<file path="config.mk">
export PLATFORM = sky130hd
export DESIGN_NAME = s_array_init
export DESIGN_NICKNAME = d
export VERILOG_FILES = /design/src/rtl/s_init_pkg.sv /design/src/rtl/s_array_init.sv
export SDC_FILE = /design/constraint.sdc
export NUM_CORES = 1
export LEC_CHECK = 0
export BUFFER_PORTS_ARGS = -buffer_cell sky130_fd_sc_hd__buf_2
export CORE_MARGIN = 3
export CORE_UTILIZATION = 45
export CTS_CLUSTER_SIZE = 25
export DETAILED_ROUTE_END_ITERATION = 10
export PLACE_DENSITY = 0.77
export SYNTH_ARGS = -nofsm -noshare
export SYNTH_HDL_FRONTEND = slang
export SYNTH_SLANG_ARGS = --single-unit
</file>
<file path="constraint.sdc">
create_clock -name clk -period 3 [get_ports clk]
set_input_delay 0.15 -clock clk [delete_from_list [all_inputs] [get_ports clk]]
set_output_delay 0.15 -clock clk [all_outputs]
set_load 0.005 [all_outputs]
</file>
<file path="src/rtl/s_init_pkg.sv">
// Shared types for the S-memory initialiser: pattern selects and sequencer states.
package s_init_pkg;

    typedef enum logic [1:0] {
        MODE_IDENT = 2'd0,
        MODE_DESC  = 2'd1,
        MODE_FILL  = 2'd2
    } mode_t;

    typedef enum logic [1:0] {
        IDLE  = 2'd0,
        WRITE = 2'd1,
        DONE  = 2'd2
    } state_t;

endpackage

</file>
<file path="src/rtl/s_array_init.sv">
// Walks a shared write port over DEPTH words writing identity, descending or fill data.
// Latency: DEPTH+1 cycles from accepted start to done when the grant is held high.
// Backpressure: mem_gnt low stalls the walk; the address holds and nothing is written.
module s_array_init
    import s_init_pkg::*;
#(
    parameter int ADDR_W = 8,
    parameter int DATA_W = 8,
    parameter int DEPTH  = 256
) (
    input  logic              clk,
    input  logic              reset,
    input  logic              start,
    input  logic [1:0]        mode,
    input  logic [DATA_W-1:0] fill_val,
    output logic              mem_req,
    input  logic              mem_gnt,
    output logic              mem_wren,
    output logic [ADDR_W-1:0] mem_addr,
    output logic [DATA_W-1:0] mem_data,
    output logic              busy,
    output logic              done
);

    generate
        if ((DEPTH < 2) || (DEPTH > (1 << ADDR_W))) begin : g_bad_depth
            $error("s_array_init: DEPTH must be in 2..2**ADDR_W");
        end
    endgenerate

    localparam logic [ADDR_W-1:0] LAST_A = ADDR_W'(DEPTH - 1);
    localparam logic [ADDR_W:0]   LAST_W = (ADDR_W + 1)'(DEPTH - 1);

    state_t            state_q;
    logic [ADDR_W-1:0] addr_q;
    logic [1:0]        mode_q;
    logic [DATA_W-1:0] fill_q;
    logic [ADDR_W:0]   desc_w;
    logic [DATA_W-1:0] pat;
    logic              in_write;

    always_ff @(posedge clk) begin
        if (reset) begin
            state_q <= IDLE;
            addr_q  <= '0;
            mode_q  <= '0;
            fill_q  <= '0;
        end else begin
            case (state_q)
                IDLE: begin
                    if (start) begin
                        state_q <= WRITE;
                        addr_q  <= '0;
                        mode_q  <= mode;
                        fill_q  <= fill_val;
                    end
                end
                WRITE: begin
                    if (mem_gnt) begin
                        if (addr_q == LAST_A) begin
                            state_q <= DONE;
                        end else begin
                            addr_q <= addr_q + 1'b1;
                        end
                    end
                end
                DONE: begin
                    state_q <= IDLE;
                    addr_q  <= '0;
                end
                default: begin
                    state_q <= IDLE;
                    addr_q  <= '0;
                end
            endcase
        end
    end

    // Descending value needs one extra bit so DEPTH == 2**ADDR_W cannot overflow.
    always_comb begin
        desc_w = LAST_W - {1'b0, addr_q};
        case (mode_q)
            MODE_DESC: pat = DATA_W'(desc_w);
            MODE_FILL: pat = fill_q;
            default:   pat = DATA_W'(addr_q);
        endcase
    end

    assign in_write = (state_q == WRITE);
    assign mem_req  = in_write;
    assign mem_wren = in_write & mem_gnt;
    assign mem_addr = in_write ? addr_q : '0;
    assign mem_data = in_write ? pat : '0;
    assign busy     = (state_q != IDLE);
    assign done     = (state_q == DONE);

endmodule

</file>
After elaboration in Yosys (flattened, before gate mapping). Cells that the tools add are included.

Register bits: 20. Input port bits: 14. Output and inout port bits: 20. Word-level logic and storage cells: 32.

Add/subtract/negate cells: 2. Eq/ne operators: 9. Multiplexer cells: 11. Bitwise logic cells: 1. Reductions and logical operators: 5.

Operator list (number): 8-bit 2-to-1 mux (5); 8-bit case mux with 2 select lines (2); 8-bit by 1-bit adder with 8-bit output, second input constant (1); 8-bit equality test, second input constant (1); 8-bit subtractor, first input constant (1); 2-bit 2-to-1 mux (3); 2-bit != test, second input constant (3); 3-bit AND reduction (2); 2-bit by 1-bit equality test with 1-bit output, second input constant (2); 2-bit equality test, second input constant (2); 2-bit case mux with 2 select lines (1); 2-bit logical NOT (1); 2-bit by 1-bit != test with 1-bit output, second input constant (1); 2-bit AND reduction (1); 2-bit nonzero test (1); 1-bit bitwise AND (1).

Depth between registers and ports, before layout.
Depth in word-level cells: 4. Mapped depth: 5.

Worst setup path after synthesis. Ideal clock, no wire load.

Path kind: register to output. Start: register mode_q[0]. End: output port mem_data[5]. Data arrival time: 1.301 ns. Data required time: 2.850 ns. Slack: 1.549 ns. Stages on the path, launching flop included: 6. Path buffers: 1. Cells stage by stage: dfxtp_1 inv_1 ha_1 clkbuf_1 a221oi_1 a211oi_1.

Longest elaborated chain between the ends: 3. Elaborated cells between the ends (all ways): 4. Those cells by class: eq/ne (2); mux (2).

RTL lines: start, declared (RTL line s_array_init.sv:36) `logic [1:0] mode_q;`; start signal, assigned (RTL line s_array_init.sv:54) `mode_q <= mode;`; 2-bit equality test / 2-bit by 1-bit equality test with 1-bit output (equally long branches) (RTL line s_array_init.sv:82) `case (mode_q)`; 8-bit case mux with 2 select lines * (RTL line s_array_init.sv:82); 8-bit 2-to-1 mux * (RTL line s_array_init.sv:93) `assign mem_data = in_write ? pat : '0;`; end, declared (RTL line s_array_init.sv:20) `output logic [DATA_W-1:0] mem_data,`.

Every way passes the cells marked *; elsewhere a longest branch is shown, timed or not.

Worst setup path in the final report.
Start: register mode_q[0]. End: output port mem_data[1].

The elaborated chain is that of the path after synthesis.

==> metrics.md <==
| Metric | Value |
|---|---|
| Antenna diodes | 0 |
| Synth area leader | dfxtp_1 |
| Routed WL per cell | ~15 um |
| Global-route wire length before repair | between 4000 and 5000 um |
| CTS tree | yes |
| Total placed cells including tap cells | 199 |
| Fraction of layout cells with a size suffix above 1 | 0.274 |
| Routed WL | 3100 um |
| Setup slack at placement | roughly 1.4 ns |
| Total gr overflow | 0 |
| Main area contributors after synthesis | dfxtp_1 (35%), nand2_1 (7.4%), a221oi_1 (6.0%) |
| Flop pwr share | 0.528 |
| # H-tree levels | 1 |
| Count of cells along the worst hold path | 3 |
| Yosys reg bits | 20 |
| Leakage dissipation | 0.598 nW |
| Worst Tran Pin Value | 0.760 ns |
| Final min period | 2.03 ns |
| Switching pwr | 149 uW |
| Non-filler instance count after layout | 203 |
| CTS Sinks | 20 |
| Final instance area | 0.00136 mm^2 |
| Crit path max fanout | 16 |
| Clk network pwr share | 0.302 |
| Final core occ | 0.587 |
| Final layout net count | between 150 and 200 |
| Area growth syn-to-layout | 17.4% |
| I/O pins | 34 |
| Async SR Flop Fraction | 0 |
| Initial Util | 0.500 |
| Startpoint Class | flip-flop |
| RSZ-0062 raised after global routing | no |
| Die footprint | roughly 0.0032 mm^2 |
| Total power | 535 uW |
| Pin count of the biggest net entering global routing | 21 |
| Residual DRC | 0 |
| Worst Path Class, Setup | reg2out |
| CTS buffer count | 3 |
| Longest Clk Path Bufs | 2 |
| Via density | 6.06 |
| PwrDens | 393 mW/mm^2 |
| Synthesized cell area | 0.00116 mm^2 |
| DRT iter0 DRCs | 66 |
| Die extent in x | around 57 um |
| Post-CTS sizing | 0 |
| Fin Hold WS | ~0.064 ns |
| Area of the core | 0.00232 mm^2 |
| Fin. max-slew vios | 0 |
| Max Cap Viol | 0 |
| Final setup skew | around 0.0021 ns |
| GPL Wtd Cong | 0.900 |
| Ys flop type | dfxtp_1 |
| FF-to-FF End | addr_q[2] |
| Initial antenna violation count | 0 |
| Fmax | roughly 500 MHz |
| 1st-pass router iterations | 4 |
| Post-synthesis cell type count | 42 |
| HPWL after detailed placement | about 2200 um |
| Final worst path period share | 0.675 |
| Max incr delay on CP | approximately 0.58 ns |
| Switching share of total power | 0.279 |
| Postcts setup bufs | 0 |
| Total GRT Usage | 0.190 |
| # hold bufs at CTS | 0 |
| Final WS setup | around 0.97 ns |
| Reg2reg start | state_q[1] |
| Worst R2R Setup Slack | between 1 and 1.5 ns |
| Top-count cell post-synth | nand2_1 |
| Synth top area share | 0.345 |
| Hold/Removal Path Class | in2reg |
| Status | finished clean |
| Critical-path cell list | inv_1, ha_1, a221oi_1, a211oi_1, buf_2 |
| Final setup TNS | 0 ns |
| Critical Path Sink | mem_data[1] |
| Crit path launch | mode_q[0] |
| Combinational share of power | 0.170 |
| CP required | 2.85 ns |
| Vias | 1231 |
| Post-DRT Antenna Nets | 0 |
| Dpl cell area | between 0.001 and 0.0015 mm^2 |
| Syn_area_per_cell | 7.94 um^2 |
| Clk Latency, worst-skew pair | ~0.31 ns |
| CP max stage cell | ha_1 |
| Die height | 56.8 um |
| Clk root buf | clkbuf_4 |
| Sequential area share after synthesis | 0.345 |
| WP data arrival | 1.88 ns |
| Crit end category | output port |
| Final hold vios | 0 |
| Mapped Nets | 163 |
| Worst reg-to-reg path cell count | 4 |
| Syn Inst Count | 146 |
| Port-buffer cells | 33 |
| # setup viols final | 0 |
| Int Pwr | a little under 400 uW |
| Warnings, synthesis | 0 |
| Synth top cells by count | nand2_1 (23), dfxtp_1 (20), inv_1 (12), nor2_1 (12), a21oi_1 (11) |
| Vias in the first global route | around 1200 |
| Clock Pin Slew Worst Setup and Hold Paths | 0.11 ns |
| Core Rows | 17 |
| Number of flops mapped to enable cells by yosys | 0 |
| Worst relative slew slack | 0.494 |
| Worst vdd ir | 351 uV |
==> cell type report <==
| type | count | area [um^2] |
|---|---|---|
| fillers | 227 | 957 |
| multi-input cells | 105 | 676 |
| flip-flops and latches | 20 | 400 |
| repair buffers | 33 | 165 |
| inverters | 13 | 48.8 |
| clock buffers | 4 | 36.3 |
| well taps | 28 | 35.0 |
==> how the worst min path moves through the flow <==
| stage | to | slack, ns | startpoint |
|---|---|---|---|
| 2_1_floorplan | state_q[0] | 0.26 | mem_gnt |
| 3_3_place_gp | mode_q[0] | 0.39 | mode[0] |
| 3_5_place_dp | mode_q[0] | 0.40 | mode[0] |
| 4_1_cts | mode_q[0] | 0.06 | mode[0] |
| 5_1_grt | fill_q[7] | 0.06 | fill_val[7] |
| 6_report | mode_q[0] | 0.06 | mode[0] |
==> cells by family after synthesis <==
family          Yosys count  share of synthesized area
flops                    20                      0.345
compound gates           45                      0.275
buf+inv                  21                     0.0723
fa+ha+maj                 3                     0.0324
simple gates             55                      0.252
mux                       2                     0.0226
==> layer usage <==
metal | global-route usage | vias to the layer above | part of all wire
met2 | 0.353 | 57 | 0.50
met1 | 0.223 | 574 | 0.40
met3 | 0.0253 | 14 | 0.076
met4 | 0.0563 | 0 | 0.019
met5 | 0 | - | 0
li1 | - | 586 | -
==> placed cells by master, fill, tap and decap left out, drive strengths merged <==
cell type,count
a211oi,9
nand2b,1
nor3b,2
o311ai,2
o22a,1
clkbuf,4
o41a,1
a211o,1
and2,2
nor2,13
nor4,1
buf,33
nand2,24
nand4,3
o21ai,6
mux2,2
a21o,1
ha,3
a221oi,8
inv,13
dfxtp,20
a21oi,11
and3,1
a311oi,1
o211ai,1
o211a,1
nor3,3
and2b,1
a22o,1
nand3,3
a31oi,1
or2,1
==> power by group through the flow <==
stage | clock network, mW | registers (mW) | logic [mW]
floorplan | 0 | 0.286 | 0.0616
global placement | 0 | 0.287 | 0.0855
detailed placement | 0 | 0.288 | 0.0897
CTS | 0.166 | 0.282 | 0.0900
global route | 0.175 | 0.284 | 0.100
finish | 0.162 | 0.282 | 0.0908
==> critical path: cells and delay by family (launching register included) <==
| kind | cells | cell delay (ns) |
|---|---|---|
| DFF | 1 | 0.38 |
| AOI/OAI and AO/OA | 2 | 0.37 |
| adders and majority gates | 1 | 0.58 |
| buffers and inverters | 2 | 0.24 |
==> state kept, by name, indices dropped and copies added, names as in the netlist <==
register and cells:
mode_q 2, fill_q 8, addr_q 8, state_q 2
Power figures use the tool's default switching activity.
